### src/rtl/spi_slave_target.sv
// SPI mode-0 target endpoint. Pins are synchronized into clk, edge strobes
// drive a small FSM that shifts 32-bit words in on sclk rise and out on
// sclk fall. Words received go out on a valid/ready stream, and words to
// send come in on a fetch-strobe stream.
// Optional build macro SPI_SLAVE_ERR_CNT_EN adds saturating underrun/overrun
// event counters on err_cnt_o. Without it, err_cnt_o is tied to zero.
//
// state    | meaning
// ---------+-----------------------------------------------------------
// ST_IDLE  | chip select high, MISO pad disabled
// ST_FETCH | one cycle: pull first tx word, drive its MSB, enable pad
// ST_SHIFT | shifting; every 32nd rise completes rx and refetches tx
module spi_slave_target #(
  parameter int SYNC_STAGES = 2
) (
  input  logic        clk,
  input  logic        rstn,
  input  logic        spi_sclk,
  input  logic        spi_csn,
  input  logic        spi_sdi,
  output logic        spi_sdo,
  output logic        spi_sdo_oe,
  output logic [31:0] rx_data_o,
  output logic        rx_valid_o,
  input  logic        rx_ready_i,
  input  logic [31:0] tx_data_i,
  input  logic        tx_valid_i,
  output logic        tx_ready_o,
  output logic [3:0]  status_o,
  input  logic        status_clr_i,
  output logic [15:0] err_cnt_o,
  output logic        eot_o
);

  typedef enum logic [1:0] {ST_IDLE, ST_FETCH, ST_SHIFT} state_e;

  logic [SYNC_STAGES-1:0] sclk_sync_q, csn_sync_q, sdi_sync_q;
  logic sclk_s, csn_s, sdi_s;
  logic sclk_prev_q, csn_prev_q, sdi_q;
  logic rise_q, fall_q, cs_fall_q, cs_rise_q;

  state_e      state_q;
  logic [4:0]  bit_cnt_q;
  logic [30:0] rx_sr_q;
  logic [31:0] tx_sr_q;
  logic        sdo_q, sdo_oe_q;
  logic [31:0] rx_data_q;
  logic        rx_valid_q;
  logic        frag_q, underrun_q, overrun_q;

  logic        word_done;
  logic [31:0] fetch_word;
  logic [31:0] rx_word;
  logic        underrun_ev, overrun_ev, frag_ev;

  // Pin synchronizers; csn idles high so reset it high to avoid a false cs edge.
  always_ff @(posedge clk or negedge rstn) begin
    if (!rstn) begin
      sclk_sync_q <= '0;
      csn_sync_q  <= '1;
      sdi_sync_q  <= '0;
    end else begin
      sclk_sync_q <= {sclk_sync_q[SYNC_STAGES-2:0], spi_sclk};
      csn_sync_q  <= {csn_sync_q[SYNC_STAGES-2:0], spi_csn};
      sdi_sync_q  <= {sdi_sync_q[SYNC_STAGES-2:0], spi_sdi};
    end
  end

  assign sclk_s = sclk_sync_q[SYNC_STAGES-1];
  assign csn_s  = csn_sync_q[SYNC_STAGES-1];
  assign sdi_s  = sdi_sync_q[SYNC_STAGES-1];

  // Registered edge strobes; sdi is delayed alongside so it lines up with rise_q.
  always_ff @(posedge clk or negedge rstn) begin
    if (!rstn) begin
      sclk_prev_q <= 1'b0;
      csn_prev_q  <= 1'b1;
      sdi_q       <= 1'b0;
      rise_q      <= 1'b0;
      fall_q      <= 1'b0;
      cs_fall_q   <= 1'b0;
      cs_rise_q   <= 1'b0;
    end else begin
      sclk_prev_q <= sclk_s;
      csn_prev_q  <= csn_s;
      sdi_q       <= sdi_s;
      rise_q      <= sclk_s & ~sclk_prev_q;
      fall_q      <= ~sclk_s & sclk_prev_q;
      cs_fall_q   <= ~csn_s & csn_prev_q;
      cs_rise_q   <= csn_s & ~csn_prev_q;
    end
  end

  assign word_done   = (state_q == ST_SHIFT) & rise_q & ~cs_rise_q & (bit_cnt_q == 5'd31);
  assign tx_ready_o  = (state_q == ST_FETCH) | word_done;
  assign fetch_word  = tx_valid_i ? tx_data_i : 32'hFFFF_FFFF;
  assign rx_word     = {rx_sr_q, sdi_q};
  assign underrun_ev = tx_ready_o & ~tx_valid_i;
  assign overrun_ev  = word_done & rx_valid_q & ~rx_ready_i;
  assign frag_ev     = cs_rise_q & (bit_cnt_q != 5'd0);

  // Main FSM: cs_rise wins over everything and returns to idle from any state.
  // A tx word reloaded on the 32nd rise leaves through the normal fall shift,
  // so its MSB goes out on the very next fall with no extra pending flag.
  always_ff @(posedge clk or negedge rstn) begin
    if (!rstn) begin
      state_q    <= ST_IDLE;
      bit_cnt_q  <= '0;
      rx_sr_q    <= '0;
      tx_sr_q    <= '0;
      sdo_q      <= 1'b0;
      sdo_oe_q   <= 1'b0;
      rx_data_q  <= '0;
      rx_valid_q <= 1'b0;
    end else begin
      if (rx_ready_i) rx_valid_q <= 1'b0;
      if (cs_rise_q) begin
        state_q   <= ST_IDLE;
        sdo_oe_q  <= 1'b0;
        bit_cnt_q <= '0;
      end else begin
        unique case (state_q)
          ST_IDLE: begin
            sdo_oe_q <= 1'b0;
            if (cs_fall_q) state_q <= ST_FETCH;
          end
          ST_FETCH: begin
            sdo_q     <= fetch_word[31];
            tx_sr_q   <= {fetch_word[30:0], 1'b0};
            bit_cnt_q <= '0;
            sdo_oe_q  <= 1'b1;
            state_q   <= ST_SHIFT;
          end
          ST_SHIFT: begin
            if (rise_q) begin
              rx_sr_q   <= rx_word[30:0];
              bit_cnt_q <= bit_cnt_q + 5'd1;
              if (word_done) begin
                if (!rx_valid_q || rx_ready_i) begin
                  rx_data_q  <= rx_word;
                  rx_valid_q <= 1'b1;
                end
                tx_sr_q <= fetch_word;
              end
            end else if (fall_q) begin
              sdo_q   <= tx_sr_q[31];
              tx_sr_q <= {tx_sr_q[30:0], 1'b0};
            end
          end
          default: state_q <= ST_IDLE;
        endcase
      end
    end
  end

  // Sticky error flags: a new event in the clear cycle keeps the bit set.
  always_ff @(posedge clk or negedge rstn) begin
    if (!rstn) begin
      frag_q     <= 1'b0;
      underrun_q <= 1'b0;
      overrun_q  <= 1'b0;
    end else begin
      frag_q     <= frag_ev     | (frag_q     & ~status_clr_i);
      underrun_q <= underrun_ev | (underrun_q & ~status_clr_i);
      overrun_q  <= overrun_ev  | (overrun_q  & ~status_clr_i);
    end
  end

`ifdef SPI_SLAVE_ERR_CNT_EN
  logic [7:0] und_cnt_q, ovr_cnt_q;

  // Saturating event counters; an event in the clear cycle leaves a count of one.
  always_ff @(posedge clk or negedge rstn) begin
    if (!rstn) begin
      und_cnt_q <= '0;
      ovr_cnt_q <= '0;
    end else begin
      if (underrun_ev) begin
        if (status_clr_i)            und_cnt_q <= 8'd1;
        else if (und_cnt_q != 8'hFF) und_cnt_q <= und_cnt_q + 8'd1;
      end else if (status_clr_i) begin
        und_cnt_q <= '0;
      end
      if (overrun_ev) begin
        if (status_clr_i)            ovr_cnt_q <= 8'd1;
        else if (ovr_cnt_q != 8'hFF) ovr_cnt_q <= ovr_cnt_q + 8'd1;
      end else if (status_clr_i) begin
        ovr_cnt_q <= '0;
      end
    end
  end

  assign err_cnt_o = {und_cnt_q, ovr_cnt_q};
`else
  assign err_cnt_o = 16'h0;
`endif

  assign spi_sdo    = sdo_q;
  assign spi_sdo_oe = sdo_oe_q;
  assign rx_data_o  = rx_data_q;
  assign rx_valid_o = rx_valid_q;
  assign status_o   = {(state_q != ST_IDLE), frag_q, underrun_q, overrun_q};
  assign eot_o      = cs_rise_q;

endmodule

### config.mk
export PLATFORM = sky130hd
export DESIGN_NAME = spi_slave_target
export DESIGN_NICKNAME = d
export VERILOG_FILES = /design/src/rtl/spi_slave_target.sv
export SDC_FILE = /design/constraint.sdc
export NUM_CORES = 1
export LEC_CHECK = 0
export BUFFER_PORTS_ARGS = -buffer_cell sky130_fd_sc_hd__buf_2
export CAP_MARGIN = 40
export CELL_PAD_IN_SITES_DETAIL_PLACEMENT = 1
export CELL_PAD_IN_SITES_GLOBAL_PLACEMENT = 2
export CORE_ASPECT_RATIO = 0.8
export CORE_UTILIZATION = 34
export CTS_CLUSTER_SIZE = 20
export DETAILED_ROUTE_END_ITERATION = 6
export MAX_ROUTING_LAYER = met4
export PLACE_DENSITY_LB_ADDON = 0.25
export SETUP_SLACK_MARGIN = 0.1
export SYNTH_ARGS = -nofsm -noshare
export SYNTH_HDL_FRONTEND = slang
export SYNTH_SLANG_ARGS = --single-unit
### constraint.sdc
create_clock -name clk -period 1.8 [get_ports clk]
set_input_delay 0.36 -clock clk [delete_from_list [all_inputs] [get_ports clk]]
set_output_delay 0.36 -clock clk [all_outputs]
set_load 0.01 [all_outputs]
==> summary.md <==
| Metric | Value |
|---|---|
| Status | finished with violations |
| Failing checks | setup timing |
| Number of distinct library cells after synthesis | 41 |
| Final Setup Violations | 65 |
| Max incr delay on CP | 0.36 ns |
| Fraction of final layout cells sized beyond drive strength 1 | 0.398 |
| Net switching fraction of the power | 0.265 |
| Antenna cell count | 0 |
| CTS sink count | 121 |
| Global route total overflow | 0 |
| Routed vias | 3950 |
| Cells traversed along the worst timing path | ha_2, and3_4, ha_4, nand4b_1, buf_4, nor2b_4, buf_8, mux2_1 |
| Internal power of the cells | 6790 uW |
| Fmax | 0.467 GHz |
| Count of endpoints failing hold in the final timing report | 0 |
| Number of nets in the finished design | 625 |
| Min-delay worst type | in2reg |
| Total power per unit cell area | 1190 nW/um2 |
| Die span in x | 148 um |
| Largest family of logic cells by synthesized area | multiplexers |
| Inst Count DP | 757 |
| Vias/cell | 4.87 |
| Clock-pin slew reported for the worst setup and hold paths after clock tree synthesis | 0.06 ns |
| Synthesized instance count | 465 |
| Clock latency reported for the late side of the worst-skew pair | 0.41 ns |
| Antenna violations before repair | 0 |
| # DRC | 0 |
| Fraction of synthesized cell area taken by the top area cell type | 0.510 |
| Critical path fanouts, max | 8 |
| Site Rows | 42 |
| Arrival @ worst endpoint | 2.43 ns |
| Pin count of the biggest net entering global routing | 66 |
| Cell types with the largest area share after synthesis | sky130_fd_sc_hd__dfrtp_1 51%, sky130_fd_sc_hd__mux2_1 13%, sky130_fd_sc_hd__mux2i_1 5.4% |
| CTS tree | built |
| Sequential cell area fraction in the yosys report | 0.524 |
| Synth async-reset ratio | 1.00 |
| Initial DRC Count | 143 |
| Unrepaired setup endpoints after global routing | true |
| Fraction of synthesized area in multiplexers | 0.184 |
| Part of the total power dissipated in sequential elements | 0.359 |
| Layout overhead on the synthesized area | 33.7% |
| Area share of and/or/nand/nor cells after synthesis | 0.122 |
| Crit path capture type | register |
| LEAKAGE | 0.00377 uW |
| Ys flop type | sky130_fd_sc_hd__dfrtp_1 |
| Initial cell density of the core | 0.349 |
| Period Utilization, post-route | 1.19 |
| Share of total power in combinational logic | 0.226 |
| Clock period minus worst slack | 2.14 ns |
| Clock share of power | 0.415 |
| Number of iterations in the first detailed-routing pass | 4 |
| H-tree level count | 4 |
| All-Layer GR Usage | 0.162 |
| Count of pins over their slew limit | 0 |
| Cell with the most instances after synthesis | sky130_fd_sc_hd__dfrtp_1 |
| Area of all sequential standard cells | 3030 um2 |
| Post-Route Skew | 0.00982 ns |
| Adder-Cell Fraction of Synth Area | 0.0151 |
| Height of the die | 119 um |
| GP Congestion | 0.727 |
| Yosys warning count | 0 |
| Area enclosed by the die boundary | 17600 um2 |
| Flops & latches, synth | 121 |
| Kind of critical path | reg2reg |
| Switching power | 2450 uW |
| CP Data Required Time | 2.09 ns |
| Post-layout instance count excluding filler cells | 811 |
| Cell with the largest stage delay on the worst path | sky130_fd_sc_hd__dfrtp_1 |
| Average detailed-routed wire length per instance | 17.1 um |
| Total half-perimeter wirelength after legalization and detailed placement | 8.23 mm |
| Worst IR drop on VDD | 0.681 mV |
| Top cells by count, synth | 118 x sky130_fd_sc_hd__dfrtp_1, 65 x sky130_fd_sc_hd__mux2_1, 38 x sky130_fd_sc_hd__inv_1 |
| Area share of xor/xnor cells in the synthesized design | 0.00151 |
| Max clock buf depth | 2 |
| Count of max-cap constraint violations | 0 |
| Synthesized area divided by synthesized cell count | 12.5 um2 |
| Multi-input combinational cell area | 2510 um2 |
| Cell at the root of the clock tree | sky130_fd_sc_hd__clkbuf_16 |
| Port Buf Inserts | 80 |
| Worst Setup Start Kind | register |
| Post-layout worst setup margin | -0.343 ns |
| Post-detailed-route count of antenna-violating nets | 0 |
| Core area | 16600 um2 |
| Number of I/O pins | 97 |
| Most area-hungry cell type in the Yosys netlist | sky130_fd_sc_hd__dfrtp_1 |
| Number of buffers added by the clock tree synthesis step | 17 |
| Number of global-route vias before repair | 4081 |
| Fraction of the mapped netlist area in compound gates | 0.0681 |
| Routed wire length | 13.9 mm |
| Fill cells | 1745 |
| Number of synthesized flops with an enable pin | 0 |
| Global-route wire length before repair | 21.6 mm |
| Sum Neg Setup Slack | -14.92 ns |
| Cell Area, Synth | 5790 um2 |
-- flip-flops by register name (all words and copies together), names as in the netlist --
register / cells
rise_q: 1
underrun_q: 1
rx_valid_o: 1
state_q: 2
spi_sdo_oe: 1
sdi_sync_q: 2
sclk_sync_q: 2
rx_data_o: 32
csn_prev_q: 1
overrun_q: 1
tx_sr_q: 32
rx_sr_q: 31
csn_sync_q: 2
eot_o: 1
frag_q: 1
cs_fall_q: 1
sclk_prev_q: 1
fall_q: 1
sdi_q: 1
spi_sdo: 1
bit_cnt_q: 5
-- final timing paths --
path / startpoint / end / slack [ns] / cells past startpoint
max in group asynchronous: rstn / csn_prev_q$_DFF_PN1_ / 0.78 / 3
worst max register to register: bit_cnt_q[1]$_DFFE_PN0P_ / rx_data_o[26]$_DFFE_PN0P_ / -0.34 / 8
min in group asynchronous: rstn / rx_sr_q[16]$_DFFE_PN0P_ / 0.43 / 2
worst min register to register: sdi_sync_q[1]$_DFF_PN0_ / sdi_q$_DFF_PN0_ / 0.35 / 0
worst max-delay path: bit_cnt_q[1]$_DFFE_PN0P_ / rx_data_o[26]$_DFFE_PN0P_ / -0.34 / 8
worst min-delay path: spi_csn / csn_sync_q[0]$_DFF_PN1_ / 0.05 / 1
-- layout make-up --
type / instances / share of cell area
inverter: 39 / 0.0192
tap: 220 / 0.0356
clock inverter: 13 / 0.0276
multi-input combinational: 266 / 0.324
sequential: 121 / 0.392
timing repair buffer: 133 / 0.143
clock buffer: 19 / 0.0585
-- layout by cell type (no fill, tap or decap), types with 3 or more instances in the layout --
cell type                   netlist  final
sky130_fd_sc_hd__nor2b_1          7      6
sky130_fd_sc_hd__buf_6            6      5
sky130_fd_sc_hd__mux2_4           0     29
sky130_fd_sc_hd__inv_6            0      3
sky130_fd_sc_hd__inv_2            1      3
sky130_fd_sc_hd__bufinv_16        0      5
sky130_fd_sc_hd__dfstp_2          3      3
sky130_fd_sc_hd__inv_1           38     35
sky130_fd_sc_hd__o211ai_1        31     31
sky130_fd_sc_hd__ha_4             0      3
sky130_fd_sc_hd__buf_12           0     15
sky130_fd_sc_hd__or3b_1          10     10
sky130_fd_sc_hd__a21oi_1         10      9
sky130_fd_sc_hd__mux2i_1         31     28
sky130_fd_sc_hd__clkbuf_16        0     20
sky130_fd_sc_hd__conb_1           1     16
sky130_fd_sc_hd__buf_2           11     77
sky130_fd_sc_hd__mux2_1          65     37
sky130_fd_sc_hd__nand2_1          4      3
sky130_fd_sc_hd__or3b_2          20     20
sky130_fd_sc_hd__buf_4           23     29
sky130_fd_sc_hd__dfrtp_1        118    117
sky130_fd_sc_hd__nand2b_1         4      4
sky130_fd_sc_hd__nor2_1           4      4
sky130_fd_sc_hd__nand4b_1        31     31
sky130_fd_sc_hd__ha_1             7      3
sky130_fd_sc_hd__a211oi_1         4      4
-- worst max-delay path, delay by kind of cell (launching register included) --
| family | cells | cell delay [ns] |
|---|---|---|
| and+or+nand+nor | 3 | 0.60 |
| buffers and inverters | 2 | 0.40 |
| DFF | 1 | 0.36 |
| muxes | 1 | 0.34 |
| adders and majority gates | 2 | 0.31 |
-- per-stage QoR --
step | setup slack (ns) | hold slack (ns) | utilization | total power [uW] | area (um2)
2_1_floorplan | -0.0726 | 0.0644 | - | 4400 | 5870
3_3_place_gp | -0.0587 | 0.316 | 0.397 | 5010 | 6600
3_5_place_dp | -0.163 | 0.318 | 0.397 | 5070 | 6600
4_1_cts | -0.347 | 0.0223 | 0.448 | 9230 | 7450
5_1_grt | -0.408 | 0.0275 | 0.466 | 9720 | 7740
6_report | -0.343 | 0.0466 | 0.466 | 9240 | 7740
-- cells by family (layout without fill, tap and decap cells) --
kind of cell | Yosys count | after routing
DFF | 121 | 121
muxes | 98 | 98
buffers and inverters | 93 | 204
and+or+nand+nor | 90 | 90
AOI/OAI and AO/OA | 54 | 54
adders and majority gates | 7 | 7
other | 1 | 16
xor gates and xnor gates | 1 | 1
-- layer usage --
metal / track usage / vias up / wire length (um)
met5: - / - / 0
met3: 0.0409 / 4 / 418
met2: 0.241 / 73 / 6400
met4: 0.0445 / 0 / 75
li1: - / 1841 / -
met1: 0.219 / 2032 / 7010
-- what timing repair did --
item | CTS | global route
pin swaps | 3 | 3
buffers inserted | 8 | 8
hold endpoints to repair | 25 | 0
gates resized for setup | 18 | 36
endpoints found under the setup margin | 97 | 97
gates cloned | 1 | 5
hold buffers | 1 | 0
-- power groups by stage --
stage | Combinational (uW) | Clock [uW] | Sequential [uW]
2_1_floorplan | 1100 | 0 | 3300
3_3_place_gp | 1670 | 0 | 3340
3_5_place_dp | 1720 | 0 | 3350
4_1_cts | 1990 | 3930 | 3310
5_1_grt | 2310 | 4050 | 3360
6_report | 2090 | 3830 | 3310
(Power assumes the default switching activity.)
